--- config.mk ---
export PLATFORM = sky130hd
export DESIGN_NAME = mem_access_unit_flat
export DESIGN_NICKNAME = d
export VERILOG_FILES = /design/src/rtl/mem_access_unit_if.sv /design/src/rtl/mem_access_unit.sv /design/src/flat_wrapper.sv
export SDC_FILE = /design/constraint.sdc
export NUM_CORES = 1
export LEC_CHECK = 0
export BUFFER_PORTS_ARGS = -buffer_cell sky130_fd_sc_hd__buf_4
export CAP_MARGIN = 40
export CORE_ASPECT_RATIO = 1.4
export CORE_MARGIN = 2
export CORE_UTILIZATION = 30
export CTS_CLUSTER_DIAMETER = 120
export CTS_CLUSTER_SIZE = 14
export DETAILED_ROUTE_END_ITERATION = 12
export PLACE_DENSITY = 0.55
export SLEW_MARGIN = 20
export SYNTH_ARGS = -nofsm -noshare
export SYNTH_HDL_FRONTEND = slang
export SYNTH_SLANG_ARGS = --single-unit
--- constraint.sdc ---
create_clock -name clk -period 3.9 [get_ports clk]
set_input_delay 0.585 -clock clk [delete_from_list [all_inputs] [get_ports clk]]
set_output_delay 0.585 -clock clk [all_outputs]
set_load 0.02 [all_outputs]
--- src/rtl/mem_access_unit_if.sv ---
// Word-wide data-memory bus between the MEM-stage access unit (master) and
// the data memory (slave): request/acknowledge handshake plus address and data.
interface mem_access_unit_if;
   logic        mem_req;
   logic        mem_we;
   logic [3:0]  mem_be;
   logic [31:0] mem_addr;
   logic [31:0] mem_wdata;
   logic        mem_ack;
   logic [31:0] mem_rdata;

   modport master (
      output mem_req, mem_we, mem_be, mem_addr, mem_wdata,
      input  mem_ack, mem_rdata
   );

   modport slave (
      input  mem_req, mem_we, mem_be, mem_addr, mem_wdata,
      output mem_ack, mem_rdata
   );
endinterface

--- src/rtl/mem_access_unit.sv ---
// MIPS32 MEM-stage data-memory access unit: places store lanes, extracts and
// extends load lanes, stalls the pipeline across a req/ack memory handshake.
module mem_access_unit (
   input  logic               clk,
   input  logic               reset,
   input  logic               req,
   input  logic               we,
   input  logic [1:0]         size,
   input  logic               sign,
   input  logic [31:0]        addr,
   input  logic [31:0]        wdata,
   output logic               stall,
   output logic               done,
   output logic [31:0]        rdata,
   output logic               adel,
   output logic               ades,
   mem_access_unit_if.master  mem
);

   typedef enum logic [1:0] {IDLE, BUSY, RESP} state_t;

   state_t      state_q, state_d;
   logic        mem_req_q, mem_req_d;
   logic        mem_we_q, mem_we_d;
   logic [3:0]  mem_be_q, mem_be_d;
   logic [31:0] mem_addr_q, mem_addr_d;
   logic [31:0] mem_wdata_q, mem_wdata_d;
   logic [1:0]  off_q, off_d;
   logic [1:0]  size_q, size_d;
   logic        sign_q, sign_d;
   logic [31:0] rdata_q, rdata_d;

   logic        misaligned;
   logic [3:0]  be_calc;
   logic [31:0] wdata_calc;
   logic [7:0]  byte_lane;
   logic [15:0] half_lane;
   logic [31:0] load_ext;

   // Size 2'b11 falls into the word case.
   always_comb begin
      misaligned = 1'b0;
      be_calc    = 4'b1111;
      wdata_calc = wdata;
      case (size)
         2'b00: begin
            be_calc    = 4'b0001 << addr[1:0];
            wdata_calc = {4{wdata[7:0]}};
         end
         2'b01: begin
            misaligned = addr[0];
            be_calc    = addr[1] ? 4'b1100 : 4'b0011;
            wdata_calc = {2{wdata[15:0]}};
         end
         default: misaligned = |addr[1:0];
      endcase
   end

   always_comb begin
      case (off_q)
         2'd0:    byte_lane = mem.mem_rdata[7:0];
         2'd1:    byte_lane = mem.mem_rdata[15:8];
         2'd2:    byte_lane = mem.mem_rdata[23:16];
         default: byte_lane = mem.mem_rdata[31:24];
      endcase
      half_lane = off_q[1] ? mem.mem_rdata[31:16] : mem.mem_rdata[15:0];
      case (size_q)
         2'b00:   load_ext = {{24{sign_q & byte_lane[7]}}, byte_lane};
         2'b01:   load_ext = {{16{sign_q & half_lane[15]}}, half_lane};
         default: load_ext = mem.mem_rdata;
      endcase
   end

   always_comb begin
      state_d     = state_q;
      mem_req_d   = mem_req_q;
      mem_we_d    = mem_we_q;
      mem_be_d    = mem_be_q;
      mem_addr_d  = mem_addr_q;
      mem_wdata_d = mem_wdata_q;
      off_d       = off_q;
      size_d      = size_q;
      sign_d      = sign_q;
      rdata_d     = rdata_q;
      stall       = 1'b0;
      done        = 1'b0;
      adel        = 1'b0;
      ades        = 1'b0;
      case (state_q)
         IDLE: begin
            if (req) begin
               if (misaligned) begin
                  adel = ~we;
                  ades = we;
               end else begin
                  stall       = 1'b1;
                  mem_req_d   = 1'b1;
                  mem_we_d    = we;
                  mem_be_d    = be_calc;
                  mem_addr_d  = {addr[31:2], 2'b00};
                  mem_wdata_d = wdata_calc;
                  off_d       = addr[1:0];
                  size_d      = size;
                  sign_d      = sign;
                  state_d     = BUSY;
               end
            end
         end
         BUSY: begin
            stall = 1'b1;
            if (mem.mem_ack) begin
               mem_req_d = 1'b0;
               if (!mem_we_q) begin
                  rdata_d = load_ext;
               end
               state_d = RESP;
            end
         end
         RESP: begin
            // The retiring instruction still holds req; it must not restart.
            done    = 1'b1;
            state_d = IDLE;
         end
         default: state_d = IDLE;
      endcase
   end

   always_ff @(posedge clk) begin
      if (reset) begin
         state_q     <= IDLE;
         mem_req_q   <= 1'b0;
         mem_we_q    <= 1'b0;
         mem_be_q    <= 4'b0000;
         mem_addr_q  <= 32'h0;
         mem_wdata_q <= 32'h0;
         off_q       <= 2'b00;
         size_q      <= 2'b00;
         sign_q      <= 1'b0;
         rdata_q     <= 32'h0;
      end else begin
         state_q     <= state_d;
         mem_req_q   <= mem_req_d;
         mem_we_q    <= mem_we_d;
         mem_be_q    <= mem_be_d;
         mem_addr_q  <= mem_addr_d;
         mem_wdata_q <= mem_wdata_d;
         off_q       <= off_d;
         size_q      <= size_d;
         sign_q      <= sign_d;
         rdata_q     <= rdata_d;
      end
   end

   assign rdata         = rdata_q;
   assign mem.mem_req   = mem_req_q;
   assign mem.mem_we    = mem_we_q;
   assign mem.mem_be    = mem_be_q;
   assign mem.mem_addr  = mem_addr_q;
   assign mem.mem_wdata = mem_wdata_q;

endmodule
--- src/flat_wrapper.sv ---
// flat-port wrapper written by rule: the top's interface ports become plain ports
module mem_access_unit_flat 
  (clk, reset, req, we, size, sign, addr, wdata, stall, done, rdata, adel, ades, mem_mem_req, mem_mem_we, mem_mem_be, mem_mem_addr, mem_mem_wdata, mem_mem_ack, mem_mem_rdata);
  mem_access_unit_if mem_i ();
  input  logic clk;
  input  logic reset;
  input  logic req;
  input  logic we;
  input  logic [1:0] size;
  input  logic sign;
  input  logic [31:0] addr;
  input  logic [31:0] wdata;
  output logic stall;
  output logic done;
  output logic [31:0] rdata;
  output logic adel;
  output logic ades;
  output wire logic [$bits(mem_i.mem_req)-1:0] mem_mem_req;
  output wire logic [$bits(mem_i.mem_we)-1:0] mem_mem_we;
  output wire logic [$bits(mem_i.mem_be)-1:0] mem_mem_be;
  output wire logic [$bits(mem_i.mem_addr)-1:0] mem_mem_addr;
  output wire logic [$bits(mem_i.mem_wdata)-1:0] mem_mem_wdata;
  input wire logic [$bits(mem_i.mem_ack)-1:0] mem_mem_ack;
  input wire logic [$bits(mem_i.mem_rdata)-1:0] mem_mem_rdata;
  assign mem_mem_req = mem_i.mem_req;
  assign mem_mem_we = mem_i.mem_we;
  assign mem_mem_be = mem_i.mem_be;
  assign mem_mem_addr = mem_i.mem_addr;
  assign mem_mem_wdata = mem_i.mem_wdata;
  assign mem_i.mem_ack = mem_mem_ack;
  assign mem_i.mem_rdata = mem_mem_rdata;
  mem_access_unit u_core (.clk(clk), .reset(reset), .req(req), .we(we), .size(size), .sign(sign), .addr(addr), .wdata(wdata), .stall(stall), .done(done), .rdata(rdata), .adel(adel), .ades(ades), .mem(mem_i));
endmodule
==> impl_metrics.prom <==
# TYPE chip_impl_metric gauge
chip_impl_info{name="critical_path.endpoint_type",value="flip-flop"} 1
chip_impl_metric{name="detailed_place_hpwl",unit="um"} 11670
chip_impl_metric{name="cp_max_fo",unit=""} 44
chip_impl_metric{name="floorplan.initialDensity",unit="%"} 30.67
chip_impl_metric{name="syn_area",unit="um2"} 4766
chip_impl_metric{name="reg2reg_setup_slack",unit="ns"} 1.69
chip_impl_info{name="cp_slowest_cell",value="and3_2"} 1
chip_impl_metric{name="cp.arrival",unit="ns"} 2.52
chip_impl_metric{name="power",unit="W"} 0.002608
chip_impl_metric{name="synth_sequential_area_ratio",unit="%"} 44.95
chip_impl_metric{name="syn-instance-count",unit=""} 583
chip_impl_info{name="min_path_type",value="reg -> reg"} 1
chip_impl_metric{name="worst_slew_pin_tran",unit="ns"} 0.7532
chip_impl_metric{name="numPortBuffers",unit=""} 207
chip_impl_metric{name="grt_max_degree",unit=""} 76
chip_impl_info{name="clock-root-buffer",value="clkbuf_16"} 1
chip_impl_metric{name="wl_per_cell",unit="um"} 16.67
chip_impl_metric{name="placed_cells",unit=""} 942
chip_impl_metric{name="multi_input_area",unit="um2"} 2367
chip_impl_metric{name="gr-usage-all-layers",unit="%"} 18.40
chip_impl_metric{name="die_w",unit="um"} 110.5
chip_impl_metric{name="setup_ws",unit="ns"} 1.630
chip_impl_metric{name="ant_nets",unit=""} 0
chip_impl_metric{name="synth-seq-cells",unit=""} 107
chip_impl_metric{name="filler_cell_count",unit=""} 1594
chip_impl_metric{name="layout_cell_share_with_drive_strength_beyond_1",unit="%"} 34.73
chip_impl_metric{name="grt_pass1_wl",unit="um"} 25480
chip_impl_metric{name="timing_max_transition_violations_final",unit=""} 0
chip_impl_metric{name="flip_flop_and_latch_area",unit="um2"} 2142
chip_impl_metric{name="area_growth_syn_to_layout",unit="%"} 40.54
chip_impl_metric{name="yosysTopAreaCellShare",unit="%"} 44.95
chip_impl_metric{name="clock_latency_reported_for_the_late_side_of_the_worst_skew_pair",unit="ns"} 0.34
chip_impl_info{name="crit_path_cell_trace",value="buf_4 -> o21ai_2 -> and3_2 -> buf_12 -> nor2_1 -> a311oi_1"} 1
chip_impl_metric{name="timing.clock.skew",unit="ns"} 0.006924
chip_impl_info{name="rsz_0062_raised_after_global_routing",value="false"} 1
chip_impl_info{name="synthDominantAreaCellType",value="dfxtp_1"} 1
chip_impl_metric{name="cts_buffers",unit=""} 9
chip_impl_metric{name="diodes",unit=""} 0
chip_impl_metric{name="setup-violations-final",unit=""} 0
chip_impl_metric{name="vdd_drop_max",unit="mV"} 0.1846
chip_impl_metric{name="timing.fmax",unit="GHz"} 0.4406
chip_impl_metric{name="slew_headroom",unit="%"} 49.79
chip_impl_metric{name="timing.max_cap.violations",unit=""} 0
chip_impl_metric{name="grt_overflow",unit=""} 0
chip_impl_metric{name="cts.sink_count",unit=""} 107
chip_impl_info{name="yosysMostFrequentCell",value="nand2_1"} 1
chip_impl_metric{name="cts.path.max_buffers",unit=""} 2
chip_impl_metric{name="core_area",unit="um2"} 15540
chip_impl_metric{name="summed_negative_setup_slack_over_all_endpoints",unit="ns"} 0
chip_impl_metric{name="design.final.nets",unit=""} 862
chip_impl_metric{name="final_hold_viol_count",unit=""} 0
chip_impl_info{name="outcome",value="completed"} 1
chip_impl_info{name="critical_path_class",value="in -> reg"} 1
chip_impl_metric{name="dieArea",unit="um2"} 16920
chip_impl_metric{name="yosysWarnings",unit=""} 0
chip_impl_info{name="critical_path.startpoint_type",value="input pin"} 1
chip_impl_metric{name="post_cts_resize_count",unit=""} 0
chip_impl_metric{name="ys_types",unit=""} 44
chip_impl_metric{name="antenna_violations_before_repair",unit=""} 0
chip_impl_metric{name="cpPeakStageDelay",unit="ns"} 0.72
chip_impl_metric{name="final_cell_area",unit="um2"} 6698
chip_impl_metric{name="dpl_worst_slack",unit="ns"} 1.281
chip_impl_metric{name="critical_path_buf_inv_count",unit=""} 2
chip_impl_info{name="path_delay_family",value="simple AND/OR/NAND/NOR gates"} 1
chip_impl_info{name="cts_tree",value="built"} 1
chip_impl_metric{name="rows",unit=""} 54
chip_impl_metric{name="vias_in_the_first_global_route",unit=""} 4877
chip_impl_metric{name="layout.cells.non_filler",unit=""} 959
chip_impl_info{name="synth_area_leaders",value="dfxtp_1 (45%), nand2_1 (11%), a21oi_1 (6.7%)"} 1
chip_impl_metric{name="async_reset_ff_share",unit="%"} 0
chip_impl_metric{name="die_height",unit="um"} 153.1
chip_impl_metric{name="drt_wl_total",unit="um"} 15980
chip_impl_metric{name="post_cts_setup_repair_buffer_count",unit=""} 0
chip_impl_metric{name="placed_area",unit="um2"} 6385
chip_impl_metric{name="min_period_over_period",unit="%"} 58.20
chip_impl_metric{name="detail_route.first_pass.iterations",unit=""} 4
chip_impl_metric{name="power_per_cell_area",unit="nW/um2"} 389.4
chip_impl_metric{name="cts-hold-fix-buffers",unit=""} 0
chip_impl_metric{name="final.min_clock_period",unit="ns"} 2.270
chip_impl_metric{name="count_of_flip_flops_with_a_built_in_enable_after_synthesis",unit=""} 0
chip_impl_metric{name="dr.first_iter.drc_count",unit=""} 220
chip_impl_metric{name="gpl.final_weighted_congestion",unit=""} 0.8218
chip_impl_metric{name="route.vias.total",unit=""} 4771
chip_impl_metric{name="power.leakage",unit="nW"} 2.699
chip_impl_metric{name="avgViaCountPerCell",unit=""} 4.975
chip_impl_metric{name="worstPathRequired",unit="ns"} 4.15
chip_impl_metric{name="io-pin-count",unit=""} 210
chip_impl_metric{name="syn_avg_cell_area",unit="um2"} 8.175
chip_impl_metric{name="cts-htree-levels",unit=""} 3
chip_impl_metric{name="cts.reportedPaths.clkPinSlew",unit="ns"} 0.08
chip_impl_metric{name="remaining_drc_errors",unit=""} 0
chip_impl_info{name="dominantRegCellSynth",value="dfxtp_1"} 1
chip_impl_info{name="post_synth_most_frequent_cells",value="nand2_1 (146), dfxtp_1 (107), a21oi_1 (64), nor2_1 (55), clkbuf_1 (28)"} 1
## cell usage in the layout (no fill, tap or decap), types with 8 or more instances in the layout
master / instances
nand3_1: 15
nand2_1: 146
nand3b_1: 9
dfxtp_1: 107
buf_4: 213
a211oi_1: 23
a211oi_2: 10
clkbuf_16: 9
a21oi_1: 64
a311oi_1: 8
nor2_1: 54
mux2i_1: 19
o21ai_0: 20
## registers in the layout, summed over array words and instances, names as in the netlist
register and flops:
u_core.mem.mem_we 1, u_core.state_q 2, u_core.mem.mem_wdata 32, u_core.off_q 2, u_core.mem.mem_addr 30, u_core.rdata 32, u_core.size_q 2, u_core.sign_q 1
u_core.mem.mem_be 4, u_core.mem.mem_req 1
## worst min-delay path: stages (launching register included)
cell and delay, ns:
dfxtp_1 0.31, nand2_1 0.05, a21oi_1 0.05
## power by group
group / switching [W] / leakage, nW / internal [W]
clock network: 0.000446 / 0.136 / 0.000446
registers: 0.0000389 / 0.873 / 0.00115
logic: 0.000298 / 1.69 / 0.000226
total: 0.000783 / 2.70 / 0.00183
## cell type report
cell class | count | area share, %
repair buffers | 215 | 24.58
inverters | 3 | 0.1681
well taps | 196 | 3.661
multi-input cells | 422 | 35.34
clock buffers | 9 | 3.363
clock inverters | 7 | 0.8967
flip-flops and latches | 107 | 31.98
## through the flow
stage / util (%) / hold slack (ns)
final: 43.10 / 0.4561
after global placement: 41.04 / 0.4445
after floorplan: - / 0.5071
after detailed placement: 41.09 / 0.4478
after global routing: 43.10 / 0.4682
after CTS: 42.92 / 0.4594
## layer usage
metal | vias to the layer above | global-route usage (%) | routed length [um]
met5 | - | 0 | 0
met4 | 0 | 7.202 | 434
met3 | 24 | 4.956 | 1245
met2 | 182 | 32.78 | 7993
met1 | 2199 | 20.83 | 6310
li1 | 2366 | - | -
## kinds of logic after synthesis
group	after synthesis	synth area share, %
flops	107	44.95
other cells	1	0.07869
compound gates	154	23.21
buf+inv	55	5.644
xor+xnor	1	0.1838
simple gates	246	21.95
mux	19	3.990
## worst paths after layout
check | cells after the start | start | end
worst max-delay path | 6 | size[1] | u_core.mem.mem_wdata[8]
worst min-delay path | 2 | u_core.mem.mem_addr[2] | u_core.mem.mem_addr[2]
worst max register to register | 5 | u_core.state_q[1] | u_core.mem.mem_wdata[8]
worst min register to register | 2 | u_core.mem.mem_addr[2] | u_core.mem.mem_addr[2]
(Power assumes the default switching activity.)
